## src/rtl/oversample_cdr.sv

```systemverilog
// Clock/data recovery stage behind the 8x input oversampler.
// Each clock brings one 8-sample word. The block tracks the phase of the
// data edges with a small up/down filter and takes the sample nearest the
// eye centre. When the sample point wraps across a word boundary it emits
// 0 or 2 bits instead of 1, which absorbs a small frequency offset.
module oversample_cdr #(
    parameter logic [7:0] INV_MASK   = 8'hAA,
    parameter int         FILT_LIMIT = 8,
    parameter int         LOCK_EDGES = 64
) (
    input  logic       c,
    input  logic       r,
    input  logic [7:0] i,
    output logic [1:0] d,
    output logic [1:0] n,
    output logic       locked
);

    // Filter limits as 9-bit two's complement so accSum compares directly
    localparam logic [8:0]  ACC_POS  = 9'(FILT_LIMIT);
    localparam logic [8:0]  ACC_NEG  = 9'(-FILT_LIMIT);
    localparam logic [15:0] LOCK_MAX = 16'(LOCK_EDGES);

    logic [7:0]  word_q;
    logic        prev_q;
    logic [2:0]  ph_q, ph_d;
    logic [2:0]  phLast_q;
    logic [7:0]  acc_q, acc_d;
    logic [15:0] lockCnt_q, lockCnt_d;
    logic [1:0]  dOut_q, dOut_d;
    logic [1:0]  nOut_q, nOut_d;
    logic        locked_q;

    logic [7:0]  x;
    logic [7:0]  edges;
    logic [2:0]  t0;
    logic [2:0]  err;
    logic [2:0]  sp;
    logic [2:0]  spLast;
    logic        edgeFound;
    logic        glitch;
    logic        stepUp;
    logic        stepDn;
    logic        goodEdge;
    logic        badEdge;
    logic        lateSlip;
    logic        earlySlip;
    logic [8:0]  accSum;

    // Input register: undo odd-bit inversion and remember the last sample of the previous word
    always_ff @(posedge c or posedge r) begin
        if (r) begin
            word_q <= '0;
            prev_q <= 1'b0;
        end else begin
            word_q <= i ^ INV_MASK;
            prev_q <= word_q[0];
        end
    end

    // Reorder the word so x[0] is the earliest sample
    always_comb begin
        x = '0;
        for (int t = 0; t < 8; t++) begin
            x[t] = word_q[7 - t];
        end
    end

    assign edges = x ^ {x[6:0], prev_q};

    // Earliest edge wins; any further edge in the same word marks it as a glitch
    always_comb begin
        t0 = 3'd0;
        for (int t = 7; t >= 0; t--) begin
            if (edges[t]) begin
                t0 = 3'(t);
            end
        end
    end

    assign edgeFound = |edges;
    assign glitch    = |(edges & (edges - 8'd1));
    assign err       = t0 - ph_q;

    // err of exactly -4 (3'b100) is ambiguous in direction and gives no step
    assign stepUp   = edgeFound && (err inside {3'd1, 3'd2, 3'd3});
    assign stepDn   = edgeFound && (err inside {3'd5, 3'd6, 3'd7});
    assign goodEdge = edgeFound && !glitch && (err inside {3'd0, 3'd1, 3'd7});
    assign badEdge  = edgeFound && (glitch || (err inside {3'd3, 3'd4, 3'd5}));

    assign accSum = {acc_q[7], acc_q} + (stepUp ? 9'd1 : (stepDn ? 9'h1FF : 9'd0));

    // Phase filter: a full accumulator moves the tracked phase by one sample
    always_comb begin
        ph_d  = ph_q;
        acc_d = accSum[7:0];
        if (accSum == ACC_POS) begin
            ph_d  = ph_q + 3'd1;
            acc_d = '0;
        end else if (accSum == ACC_NEG) begin
            ph_d  = ph_q - 3'd1;
            acc_d = '0;
        end
    end

    // Lock counter: good edges count up to saturation, bad edges restart it
    always_comb begin
        lockCnt_d = lockCnt_q;
        if (badEdge) begin
            lockCnt_d = '0;
        end else if (goodEdge && (lockCnt_q != LOCK_MAX)) begin
            lockCnt_d = lockCnt_q + 16'd1;
        end
    end

    // Sample point sits half a UI away from the edge; compare with last word to spot wraps
    assign sp        = ph_q + 3'd4;
    assign spLast    = phLast_q + 3'd4;
    assign lateSlip  = (spLast == 3'd7) && (sp == 3'd0);
    assign earlySlip = (spLast == 3'd0) && (sp == 3'd7);

    // Output selection: late wrap re-reads a taken bit, early wrap must catch up by one
    always_comb begin
        nOut_d = 2'd1;
        dOut_d = {1'b0, x[sp]};
        if (lateSlip) begin
            nOut_d = 2'd0;
            dOut_d = dOut_q;
        end else if (earlySlip) begin
            nOut_d = 2'd2;
            dOut_d = {prev_q, x[7]};
        end
    end

    // Tracking state: phase, filter accumulator, lock counter and lock flag
    always_ff @(posedge c or posedge r) begin
        if (r) begin
            ph_q      <= '0;
            phLast_q  <= '0;
            acc_q     <= '0;
            lockCnt_q <= '0;
            locked_q  <= 1'b0;
        end else begin
            ph_q      <= ph_d;
            phLast_q  <= ph_q;
            acc_q     <= acc_d;
            lockCnt_q <= lockCnt_d;
            locked_q  <= (lockCnt_d == LOCK_MAX);
        end
    end

    // Output register
    always_ff @(posedge c or posedge r) begin
        if (r) begin
            dOut_q <= '0;
            nOut_q <= '0;
        end else begin
            dOut_q <= dOut_d;
            nOut_q <= nOut_d;
        end
    end

    assign d      = dOut_q;
    assign n      = nOut_q;
    assign locked = locked_q;

endmodule

```

## config.mk

```make
export PLATFORM = sky130hd
export DESIGN_NAME = oversample_cdr
export DESIGN_NICKNAME = d
export VERILOG_FILES = /design/src/rtl/oversample_cdr.sv
export SDC_FILE = /design/constraint.sdc
export NUM_CORES = 1
export LEC_CHECK = 0
export BUFFER_PORTS_ARGS = -buffer_cell sky130_fd_sc_hd__buf_2
export CORE_AREA = 4 4 76 78
export DETAILED_ROUTE_END_ITERATION = 10
export DIE_AREA = 0 0 80 82
export GPL_ROUTABILITY_DRIVEN = 0
export PLACE_DENSITY = 0.77
export SYNTH_ARGS = -nofsm -noshare
export SYNTH_HDL_FRONTEND = slang
export SYNTH_SLANG_ARGS = --single-unit
```

## constraint.sdc

```tcl
create_clock -name c -period 12.41 [get_ports c]
set_input_delay 1.8615 -clock c [delete_from_list [all_inputs] [get_ports c]]
set_output_delay 1.8615 -clock c [all_outputs]
set_load 0.05 [all_outputs]
```

==> results of run 1 <==
==> registers in the layout, indices dropped and copies added (netlist names), 2 cells and up <==
| name | count |
|---|---|
| phLast_q | 3 |
| acc_q | 8 |
| n | 2 |
| word_q | 8 |
| d | 2 |
| ph_q | 3 |
| lockCnt_q | 16 |
==> layout by cell type (no fill, tap or decap), types with 3 or more instances in the layout <==
cell	count
buf_2	14
and2_1	4
o21ai_0	9
nor4_1	4
a211o_1	3
nand2_1	19
nand4_1	7
clkbuf_8	6
mux2i_1	3
nor4b_1	3
xor2_1	13
ha_1	11
a211oi_1	3
a22oi_1	4
a21oi_1	12
inv_1	16
o22a_1	3
nor3_1	13
and4_1	4
or2_2	5
xnor2_1	18
fa_1	3
o21a_1	4
nand3_1	10
a21o_1	3
dfrtp_1	44
and3_1	8
nor2_1	36
or3_1	4
==> synthesized netlist by cell type, drive strengths merged, types with 3 or more instances <==
library cell  number  area, sq um
a21oi             12        60.06
a211oi             3        22.52
and4               4        35.03
and2               4        25.02
buf               11        76.32
and3               8        50.05
inv               18        70.07
nand2             19        71.32
a22oi              4        30.03
clkbuf             7        26.28
or3                4        25.02
o22a               3        26.28
o21ai              9        45.04
a2111oi            3        51.30
a21o               3        22.52
xor2              13        113.9
nor3              13        65.06
mux2i              3        30.03
nand4              8        65.06
nor4b              3        26.28
nor4               4        25.02
nand3             10        50.05
nor2              37        146.4
dfrtp             44         1101
or2                5        31.28
o21a               4        30.03
xnor2             18        157.7
a211o              3        26.28
ha                11        137.6
fa                 3        60.06
==> per-layer routing <==
layer,share of wire,vias to the layer above
met1,0.48,1141
met2,0.47,45
met5,0,-
met3,0.039,4
li1,-,1160
met4,0.010,0
==> how the worst max path moves through the flow <==
stage                   start  endpoint  slack [ps]  cells past startpoint
global route        word_q[1]   ph_q[1]        6720                     21
floorplan           word_q[4]   ph_q[2]        7790                     19
finish              word_q[1]   ph_q[1]        7180                     21
CTS                 word_q[1]   ph_q[1]        7170                     21
detailed placement  word_q[1]   ph_q[1]        7210                     21
global placement    word_q[1]   ph_q[2]        7420                     22
==> through the flow <==
stage               worst slack [ps]  power [mW]  hold slack (ps)  instance area (sq um)
floorplan                       7794      0.5031            351.9                   2992
global placement                7418      0.5572            492.1                   3047
detailed placement              7205      0.5712            488.3                   3047
CTS                             7173      0.6661            511.1                   3139
global route                    6721      0.7246            535.4                   3139
finish                          7177      0.6640            508.6                   3139
==> area by class of cell <==
class,instances,area [sq um]
clock inverter,2,10.01
timing repair buffer,14,70.07
fill,446,1936
sequential,44,1101
clock buffer,6,82.58
tap,70,87.58
inverter,18,70.07
multi-input combinational,241,1718
==> logic make-up after synthesis <==
kind of cell               Yosys count  share of synthesized area
xor gates and xnor gates            31                    0.09076
and+or+nand+nor                    130                     0.2371
adders and majority gates           14                    0.06608
AOI/OAI and AO/OA                   61                     0.1552
muxes                                5                    0.02509
buffers and inverters               36                    0.05772
DFF                                 44                     0.3680
==> report_power, final <==
group	internal [mW]	leakage [nW]	switching (mW)
sequential	0.174	0.564	0.0242
combinational	0.156	0.739	0.216
clock	0.0445	0.0510	0.0496
total	0.375	1.35	0.290
==> worst max-delay path, cell delays in order, from the launching register on <==
cell and delay (ps):
dfrtp_1 550, inv_1 130, o21ai_0 190, nand2_1 70
nand2_1 80, a21oi_1 70, o22a_1 210, ha_1 180
fa_1 410, xnor2_1 280, xnor2_1 160, nand2_1 100
inv_1 220, ha_1 270, a21o_1 160, a21oi_1 260
xnor2_1 130, nor4_1 420, nand2_1 130, a2111oi_2 480
fa_1 500, a21oi_1 150
==> results.md, run 1 <==
* Largest net degree at the start of global routing at 45
* TNS Setup at 0 ps
* TritonCTS clock tree: yes
* M2 GR Usage at 0.3262
* Root Driver: clkbuf_8
* Placed insts at 387
* Port Buffers at 14
* Number of max-cap violations at 0
* RSZ-0062 raised after global routing: no
* ANT cells at 0
* CTS Sinks at 44
* Post-layout net count at 348
* Max_slew headroom at 0.3869
* Detailed router's first-iteration violation count at 150
* Post-Route WL at 5930 um
* Met3 Usage GRT at 0.04496
* Worst-Margin Slew at 918.3 ps
* Pwr/cell area at 211.5 nW/um^2
* Remaining global-route overflow at 0
* Slew Viols, Final at 0
* Worst setup SP type: register
* Critical path endpoint category: register
* DRC at 0
* H-tree Lvls at 2
* Count of final setup violators at 0
* Reg2reg setup slack at 7180 ps
* Number of global-route vias before repair at 2,249
* Max Fclk at 0.1911 GHz
* Clock Latency Late Sink at 300 ps
* Cell variety after synth at 60
* Worst vdd ir at 244.5 uV
* Die Area at 6560 sq um
* Max clock buf depth at 2
* Hold path depth at 1
* Fin crit share at 0.4217
* Antenna Nets Post-Route at 0
* Finished Layout Cells at 395
* Post-CTS Hold Buffers at 0
* Post_cts resized at 0
* Rows at 26
* Synthesis-to-layout area growth at 4.935%
* Final Skew at 8.267 ps
* Status: complete, no violations
* GRT Total Usage at 0.2006
* Ports at 15
* GR Util met1 at 0.2706
* Top Usage Layer GRT: met2
* Number of vias per cell at 5.949
* Wire length of the first global-routing pass at 10,400 um
* Post-synth top flop: dfrtp_1
* Avg Cell Area, Syn at 9.320 sq um
* Clock Pin Slew Worst Setup and Hold Paths at 90 ps
* Die Span Y at 82 um
* Static leakage at 1.353 nW
* Arrival time at the worst endpoint at 5450 ps
* Post-synthesis sequential area ratio at 0.3680
* Flops & latches, synth at 44
* Reg2Reg Depth at 21
* CP max FO at 11
* Mapped Area at 2992 sq um
* Starting density of the core at 0.5895
* Post CTS Setup Buffer Count at 0
* Min-Delay Path Class: reg2reg
* WL per Instance at 15.01 um
* Reg-to-Reg Start: word_q[1]
* Antenna violations before repair at 0
* Yosys warnings at 0
* Hold path startpoint: d[1]
* Tmin final at 5233 ps
* Via Count at 2,350
* CTS Buf Count at 5
* Core box area at 5075 sq um
* Die Wd at 80 um
* EDFF count, synth at 0
* Hold Vio Cnt, Final at 0
* Syn nets at 345
* Worst EP required at 12,630 ps
* Layout cells sized above 1 at 0.1231
* Cells after synthesis at 321
* DRT Pass-1 Iters at 6
* Final core occ at 0.6186
* Asr flop ratio synth at 1.000
* Reg-to-Reg End: ph_q[1]
* Final HPWL DP at 4164 um
* Kind of critical path: reg2reg
* Worst hold path endpoint: d[1]
Note: power is estimated with default switching activity, not from simulation.
==> inputs of run 2 (changes only) <==
--- a/config.mk
+++ b/config.mk
@@ -6,11 +6,11 @@
 export NUM_CORES = 1
 export LEC_CHECK = 0
 export BUFFER_PORTS_ARGS = -buffer_cell sky130_fd_sc_hd__buf_2
-export CORE_AREA = 4 4 76 78
+export CORE_AREA = 4 4 79 81
 export DETAILED_ROUTE_END_ITERATION = 10
-export DIE_AREA = 0 0 80 82
+export DIE_AREA = 0 0 83 85
 export GPL_ROUTABILITY_DRIVEN = 0
-export PLACE_DENSITY = 0.77
+export PLACE_DENSITY = 0.74
 export SYNTH_ARGS = -nofsm -noshare
 export SYNTH_HDL_FRONTEND = slang
 export SYNTH_SLANG_ARGS = --single-unit
==> constraint.sdc (replaced) <==
create_clock -name c -period 4.4 [get_ports c]
set_input_delay 0.66 -clock c [delete_from_list [all_inputs] [get_ports c]]
set_output_delay 0.66 -clock c [all_outputs]
set_load 0.05 [all_outputs]
==> results.md, run 2 (same netlist as run 1, synthesis figures left out) <==
* Via Count at 2,485 (+5.7%)
* Max clock buf depth at 2 (unchanged)
* Post-layout net count at 376 (+8.0%)
* Final HPWL DP at 4645 um (+12%)
* Layout cells sized above 1 at 0.2748 (+0.1517)
* Starting density of the core at 0.5466 (-0.04286)
* Worst-Margin Slew at 933.3 ps (+14.99 ps)
* Worst EP required at 4580 ps (-8050 ps)
* Reg2Reg Depth at 17 (-19%)
* Reg-to-Reg Start: word_q[7]
* Arrival time at the worst endpoint at 4720 ps (-730 ps)
* ANT cells at 0 (unchanged)
* H-tree Lvls at 2 (unchanged)
* Slowest library cell on the worst path: fa_2
* Reg2reg setup slack at -140 ps (-7320 ps)
* Hold Vio Cnt, Final at 0 (unchanged)
* Max_slew headroom at 0.3769 (-0.01001)
* Number of global-route vias before repair at 2,417 (+7.5%)
* Worst vdd ir at 937.6 uV (+280%)
* RSZ-0062 raised after global routing: yes
* Placed insts at 405 (+4.7%)
* Root Driver: clkbuf_8
* Min-Delay Path Class: in2reg
* Detailed router's first-iteration violation count at 146 (-2.7%)
* Largest net degree at the start of global routing at 45 (unchanged)
* Worst hold slack at 454.2 ps (-54.42 ps)
* Static leakage at 1.528 nW (+13%)
* Pwr/cell area at 740.7 nW/um^2 (+250%)
* CP max FO at 4 (-7)
* DRC at 0 (unchanged)
* Count of final setup violators at 2 (+2)
* Biggest register: lockCnt_q
* WP buf/inv at 1 (-1)
* Finished Layout Cells at 425 (+7.6%)
* GRT Total Usage at 0.1902 (-0.01041)
* TNS Setup at -246.1 ps (-246.1 ps)
* Worst hold path endpoint: word_q[4]
* Antenna Nets Post-Route at 0 (unchanged)
* CP Cell Sequence: or3_4 > a221oi_2 > o21bai_4 > fa_2 > a22oi_2 > nand2_2 > inv_4 > ha_4 > a21o_1 > a21oi_4 > xnor2_2 > nor4_2 > nand2_1 > a2111oi_4 > fa_2 > mux2i_2 > xnor2_1
* Most common cell after layout, fill and taps aside: dfrtp_1
* Antenna violations before repair at 0 (unchanged)
* Filler cells at 447 (+0.22%)
* Clock Pin Slew Worst Setup and Hold Paths at 90 ps (about the same)
* Die Area at 7055 sq um (+7.5%)
* WL per Instance at 15.88 um (+5.8%)
* CTS Sinks at 44 (unchanged)
* Wire length of the first global-routing pass at 11,100 um (+6.7%)
* Ports at 15 (unchanged)
* Post-place instance area at 3249 sq um (+6.7%)
* CTS Buf Count at 5 (unchanged)
* Reg-to-Reg End: ph_q[2]
* DRT Pass-1 Iters at 4 (-2)
* Largest regs: lockCnt_q: 16 flops, acc_q: 8 flops, word_q: 8 flops
* Post-route setup slack at -139.4 ps (-7317 ps)
* Post-Route WL at 6750 um (+14%)
* Violated checks: setup timing
* Synthesis-to-layout area growth at 19.78%
* Post-route cell area at 3583 sq um (+14%)
* Die Wd at 83 um (+3.8%)
* Top Family by Delay on Critical Path: compound AO/OA/AOI/OAI gates
* Final Skew at 10.57 ps (+2.302 ps)
* TritonCTS clock tree: yes
* Rows at 27 (+3.8%)
* Hold path depth at 1 (unchanged)
* Remaining global-route overflow at 0 (unchanged)
* Kind of critical path: reg2reg
* Slew Viols, Final at 0 (unchanged)
* Port Buffers at 14 (unchanged)
* Worst setup SP type: register
* Critical path endpoint category: register
* Max Fclk at 0.2203 GHz (+15%)
* Number of max-cap violations at 0 (unchanged)
* Fin crit share at 1.032 (+0.6100)
* Largest register FFs at 16 (unchanged)
* Tmin final at 4539 ps (-693.3 ps)
* Pwr Total at 2.654 mW (+300%)
* Post-CTS Hold Buffers at 0 (unchanged)
* Hold path startpoint: i[4]
* Clock Latency Late Sink at 310 ps (about the same)
* Die Span Y at 85 um (+3.7%)
* Commonest non-fill, non-tap cells in the layout: dfrtp_1, nor2_1, buf_4, nand2_1, xnor2_1
* Core box area at 5473 sq um (+7.8%)
* Status: finished, violations left
* Number of vias per cell at 5.847 (-1.7%)
* Slowest stage delay, CP at 470 ps (-80 ps)
* CP dominant cell by count: fa_2
[run 2: cell types whose count changed in the layout (fill, tap and decap cells not counted), sizes merged]
cell	delta
buf	+28
clkbuf	-1
bufinv	+1
[run 2: power breakdown]
group          leakage [nW]  internal [mW]  switching (mW)
combinational         0.907          0.813           0.956
sequential            0.564          0.490          0.0688
clock                0.0583          0.171           0.156
total                  1.53           1.47            1.18
[run 2: area by class of cell]
class	count	area (sq um)	area share
multi-input combinational	241	1923	0.5367
clock inverter	3	47.55	0.01327
timing repair buffer	42	280.3	0.07821
inverter	18	72.57	0.02025
tap	72	90.09	0.02514
clock buffer	5	68.82	0.01920
sequential	44	1101	0.3073
[run 2: routing by layer]
metal	up-vias	track usage	wire length, um
met5	-	0	0
met2	37	0.3178	3334
met3	6	0.04466	211
met4	0	0.04458	78
li1	1217	-	-
met1	1225	0.2512	3126
[run 2: worst max path at each step]
stage,startpoint,to,slack [ps],cells past startpoint
final,word_q[7],ph_q[2],-140,17
after global placement,word_q[7],ph_q[1],-50,16
after detailed placement,word_q[7],ph_q[2],-110,17
after CTS,word_q[7],ph_q[2],1,17
after global routing,word_q[7],ph_q[2],-340,17
after floorplan,word_q[4],ph_q[1],4,18
[run 2: timing repair]
action                                  CTS  global route
pin swaps                                 4            21
endpoints found under the setup margin    6             7
resized for setup                         1            25
buffers inserted                          3             9
[run 2: metrics by stage]
step             util  worst slack [ps]
5_1_grt        0.6548            -339.4
6_report       0.6548            -139.4
3_3_place_gp   0.5937            -47.37
2_1_floorplan       -             4.155
4_1_cts        0.6198            0.9930
3_5_place_dp   0.5937            -113.8
[run 2: worst reg2reg max path: cells and delay by family (launching register included)]
kind / cells / cell delay, ps
and+or+nand+nor: 4 / 1050
adders and majority gates: 3 / 940
buffers and inverters: 1 / 100
DFF: 1 / 430
AOI/OAI and AO/OA: 6 / 1460
muxes: 1 / 230
xor gates and xnor gates: 2 / 210
